--- src/rtl/multiplier_opt_seq.sv ---
// Sequential unsigned multiplier: radix-2 shift-and-add, one partial product per clock.
// Each period is LOAD, W CALC steps, then DONE, which publishes the product on result.
module multiplier_opt_seq #(
  parameter int W = 3
) (
  input  logic           clk,
  input  logic           rstn,
  input  logic [W-1:0]   num1,
  input  logic [W-1:0]   num2,
  output logic [2*W-1:0] result
);

  localparam int CW = $clog2(W + 1);
  localparam logic [CW-1:0] LAST_STEP = CW'(W - 1);

  localparam logic [1:0] LOAD = 2'd0;
  localparam logic [1:0] CALC = 2'd1;
  localparam logic [1:0] DONE = 2'd2;

  logic [1:0]     state;
  logic [2*W-1:0] mcand;
  logic [2*W-1:0] acc;
  logic [W-1:0]   mplier;
  logic [CW-1:0]  count;

  // rstn is active-high despite its name; it aborts any calculation in flight.
  always_ff @(posedge clk or posedge rstn) begin
    if (rstn) begin
      state  <= LOAD;
      mcand  <= '0;
      acc    <= '0;
      mplier <= '0;
      count  <= '0;
      result <= '0;
    end else begin
      case (state)
        LOAD: begin
          mcand  <= {{W{1'b0}}, num1};
          mplier <= num2;
          acc    <= '0;
          count  <= '0;
          state  <= CALC;
        end
        CALC: begin
          // All W steps always run, even for zero operands, to keep the period fixed.
          if (mplier[0]) begin
            acc <= acc + mcand;
          end
          mcand  <= mcand << 1;
          mplier <= mplier >> 1;
          count  <= count + CW'(1);
          if (count == LAST_STEP) begin
            state <= DONE;
          end
        end
        DONE: begin
          result <= acc;
          state  <= LOAD;
        end
        default: begin
          state <= LOAD;
        end
      endcase
    end
  end

endmodule

--- config.mk ---
export PLATFORM = sky130hd
export DESIGN_NAME = multiplier_opt_seq
export DESIGN_NICKNAME = d
export VERILOG_FILES = /design/src/rtl/multiplier_opt_seq.sv
export SDC_FILE = /design/constraint.sdc
export NUM_CORES = 1
export LEC_CHECK = 0
export CORE_UTILIZATION = 45
export CTS_BUF_LIST = sky130_fd_sc_hd__clkbuf_8
export CTS_CLUSTER_DIAMETER = 200
export DETAILED_ROUTE_END_ITERATION = 12
export PLACE_DENSITY = 0.68
export SLEW_MARGIN = 30
export SYNTH_ARGS = -nofsm -noshare
export SYNTH_HDL_FRONTEND = slang
export SYNTH_SLANG_ARGS = --single-unit
--- constraint.sdc ---
create_clock -name clk -period 2.86 [get_ports clk]
set_input_delay 0.572 -clock clk [delete_from_list [all_inputs] [get_ports clk]]
set_output_delay 0.572 -clock clk [all_outputs]
set_load 0.01 [all_outputs]
# == After elaboration in Yosys (flattened, before gate mapping) ==
# Cells that the tools add are included.
# W data, S select, Z words.
# classes
n_eq_ne,5
order_cmp,0
shifts,0
mux,7
n_addsub,2
bitwise,0
n_div,0
reduce_logical,3
multipliers,0
# op_table
cell,n
$pmux W6 S2,2
$pmux W2 S2,2
$add A6 B6 Y6,1
$mux W6,1
$pmux W3 S2,1
$eq A2 B2 Y1 const B,2
$ne A2 B2 Y1 const B,2
$add A2 B1 Y2 const B,1
$eq A2 B1 Y1 const B,1
$logic_not A2 Y1,1
$mux W2,1
$reduce_and A2 Y1,1
$reduce_bool A2 Y1,1
# totals
rom_bits,0
latch_bits,0
input_bits,8
output_inout_bits,6
word_cells,23
ramBits,0
regBits,25
memories,0

# == Depth between registers and ports, before layout ==
# logic_depth
ltp_word,3
ltp_mapped,6
mapped_depth_nobuf,6

# == Worst setup path before layout ==
# Ideal clock, no wire load.
# synth_timing
path_type,register to register
from,reg mcand[1]
to,reg acc[5]
setup_time_ns,0.080
stages_incl_launch_ff,7
path_buffers,0
required_time_ns,2.780
arrival_ns,1.617
setup_slack_ns,1.163
cell_sequence,dfrtp_1 ha_1 a21oi_1 nor2b_1 a311o_1 mux2_4 o211ai_2
# synth_via
elab_chain_cells,3
# synth_rtl
item,line_no,text
start: declaration,21,logic [2*W-1:0] mcand;
start signal: assignment,38,"mcand <= {{W{1'b0}}, num1};"
start signal: assignment,49,mcand <= mcand << 1;
$add A6 B6 Y6,47,acc <= acc + mcand;
$mux W6,46,if (mplier[0]) begin
$pmux W6 S2,36,case (state)
end signal: assignment,47,
end: declaration,22,logic [2*W-1:0] acc;
# No other way between the ends. The select of a mux whose other input is x is not followed.
# A chain may end at the register's enable or synchronous reset.

# == Final worst setup path ==
# layout_timing
from,reg mcand[3]
to,reg acc[5]
# Same word-level chain as after synthesis.

==> results.sh <==
export IMPL_cts_tree="built"
export IMPL_antenna_found_initial=0
export IMPL_io_buffer_count=13
export IMPL_outcome="finished clean"
export IMPL_vias=811
export IMPL_clkTransAtPathRegs_ps=90
export IMPL_hpwl_microns=1460
export IMPL_cts_hold_buf=0
export IMPL_postSynthCellCount=110
export IMPL_syn2layout_area_growth_pct=17.0
export IMPL_hold_depth=2
export IMPL_routed_wl_microns=2020
export IMPL_whs_endpoint="count[1]$_DFFE_PP0P_"
export IMPL_synth_cell_types=24
export IMPL_die_w_microns=53.6
export IMPL_grt_pass1_wl_microns=3730
export IMPL_slew_headroom=0.564
export IMPL_fin_crit_sh=0.635
export IMPL_antenna_left=0
export IMPL_required_ps=3050
export IMPL_power_density_nw_per_um2=487
export IMPL_clk_latency_ps=270
export IMPL_nNetsFinal=140
export IMPL_final_common_cell="dfrtp_1"
export IMPL_coreArea_sq_um=2500
export IMPL_rr_worst_depth=6
export IMPL_leakage_nw=0.640
export IMPL_synth_warnings=0
export IMPL_avgRoutedWirePerCell_microns=13.1
export IMPL_drtIter0Drc=9
export IMPL_globalplace_congestion=0.857
export IMPL_grt_max_degree=27
export IMPL_crit_arrival_ps=2010
export IMPL_fmax_ghz=0.551
export IMPL_yosysTopAreaCell="dfrtp_1"
export IMPL_final_cell_mix="dfrtp_1 (25), nand2_1 (19), clkdlybuf4s50_1 (13), o21ai_0 (11)"
export IMPL_cp_end_kind="flop"
export IMPL_post_cts_setup_buffer_count=0
export IMPL_n_antenna_cell=0
export IMPL_finalSetupViolCount=0
export IMPL_timing_rr_start="mcand[3]$_DFFE_PP0P_"
export IMPL_root_buffer="clkbuf_8"
export IMPL_ys_seq_area_frac=0.521
export IMPL_initial_utilization=0.480
export IMPL_timing_rr_end="acc[5]$_DFFE_PP0P_"
export IMPL_grt_overflow_total=0
export IMPL_vdd_drop_max_v=0.000242
export IMPL_synth_area_leaders="dfrtp_1 (52%), ha_1 (6.3%), nand2_1 (5.9%)"
export IMPL_syn_area_sq_um=1200
export IMPL_layout_min_cycle_time_ps=1820
export IMPL_min_path_type="flop to flop"
export IMPL_yosysTopAreaCellShare=0.521
export IMPL_tns_ps=0
export IMPL_viasPerCell=5.27
export IMPL_crit_path_start_kind="flop"
export IMPL_syn_nets=125
export IMPL_crit_path_max_fanout=4
export IMPL_ys_ff_latch=25
export IMPL_whs_ps=498
export IMPL_crit_type="flop to flop"
export IMPL_clkSinkCount=25
export IMPL_regToRegSetupSlack_ps=1040
export IMPL_ios=14
export IMPL_drive_above_1_share=0.0968
export IMPL_row_count=18
export IMPL_post_cts_resize_count=0
export IMPL_rsz0062_at_grt="no"
export IMPL_cts_max_level=1
export IMPL_hold_start="count[1]$_DFFE_PP0P_"
export IMPL_post_route_drc_count=0
export IMPL_grtUsageTotal=0.187
export IMPL_report_final_hold_viol_count=0
export IMPL_clock_skew_ps=9.02
export IMPL_clockBufferDepth=2
export IMPL_worst_slew_pin_slew_ps=653
export IMPL_first_global_vias=829
export IMPL_post_synth_cell_area_avg_sq_um=10.9
export IMPL_max_cap_violations=0
export IMPL_slew_violations=0
export IMPL_die_height_microns=53.6
export IMPL_cts_made_buffers=3
export IMPL_die_area_sq_um=2880
export IMPL_first_pass_iters=4
[registers in the layout (all words and copies together), names as in the netlist]
signal / flops
acc: 6
state: 2
mcand: 6
result: 6
mplier: 3
count: 2
[per-stage QoR]
| stage | total power, W | std cells | area, sq um | setup WS (ps) | util |
|---|---|---|---|---|---|
| after global routing | 0.000725 | 154 | 1400 | 911 | 0.562 |
| after floorplan | 0.000448 | 110 | 1200 | 1160 | - |
| after detailed placement | 0.000490 | 150 | 1360 | 1070 | 0.544 |
| after CTS | 0.000697 | 154 | 1400 | 1040 | 0.562 |
| after global placement | 0.000485 | 150 | 1360 | 1110 | 0.544 |
| final | 0.000684 | 154 | 1400 | 1040 | 0.562 |
[cells in the mapped netlist]
cell type	count
nand3b_1	1
buf_2	1
o211ai_2	1
xnor2_1	2
nand3_1	1
fa_1	1
inv_1	3
nor2b_1	3
clkbuf_1	3
nand2_1	19
nor2_1	5
mux2_4	1
or3_1	1
a22o_1	4
ha_1	6
xor2_1	2
mux2i_1	4
a21oi_1	4
a311o_1	1
o21ai_0	11
a21o_1	2
mux2_2	6
nand2b_1	3
dfrtp_1	25
[per-layer routing]
metal / vias to the layer above / routed length (microns) / track usage
met5: - / 0 / 0
met4: 0 / 14 / 0.0877
met3: 2 / 40 / 0.0339
met2: 10 / 980 / 0.300
met1: 396 / 980 / 0.243
li1: 403 / - / -
[worst max path at each step]
stage / from / end / depth (start not counted)
after global placement: mcand[1]$_DFFE_PP0P_ / acc[5]$_DFFE_PP0P_ / 6
after global routing: mcand[0]$_DFFE_PP0P_ / acc[4]$_DFFE_PP0P_ / 6
final: mcand[3]$_DFFE_PP0P_ / acc[5]$_DFFE_PP0P_ / 6
after CTS: mcand[3]$_DFFE_PP0P_ / acc[5]$_DFFE_PP0P_ / 6
after floorplan: mcand[1]$_DFFE_PP0P_ / acc[5]$_DFFE_PP0P_ / 6
after detailed placement: mcand[3]$_DFFE_PP0P_ / acc[5]$_DFFE_PP0P_ / 6
[final cells by class]
class | instances | area [sq um]
fill | 216 | 1100
sequential | 25 | 626
multi-input combinational | 78 | 547
timing repair buffer | 14 | 138
clock buffer | 3 | 41.3
tap | 30 | 37.5
inverter | 3 | 11.3
clock inverter | 1 | 3.75
[kinds of logic (layout without fill, tap and decap cells)]
logic type	count (synthesis)	in the layout	synth area share
AO/OA/AOI/OAI	23	23	0.123
buffers and inverters	7	21	0.0229
adder cells (fa/ha/maj)	7	7	0.0792
flip-flops	25	25	0.521
AND/OR/NAND/NOR	33	33	0.122
XOR/XNOR	4	4	0.0292
multiplexers	11	11	0.102
[report_power, final]
part	total [W]	switching, W	internal, W
Combinational	0.0000912	0.0000376	0.0000536
Clock	0.000204	0.000108	0.0000959
Sequential	0.000390	0.0000157	0.000374
Total	0.000684	0.000161	0.000523
[critical path: stages, from the launching register on]
cell	delay [ps]
dfrtp_1	420
ha_1	360
a21oi_1	160
nor2b_1	60
a311o_1	360
mux2_4	310
o211ai_2	60
Power figures use the tool's default switching activity.
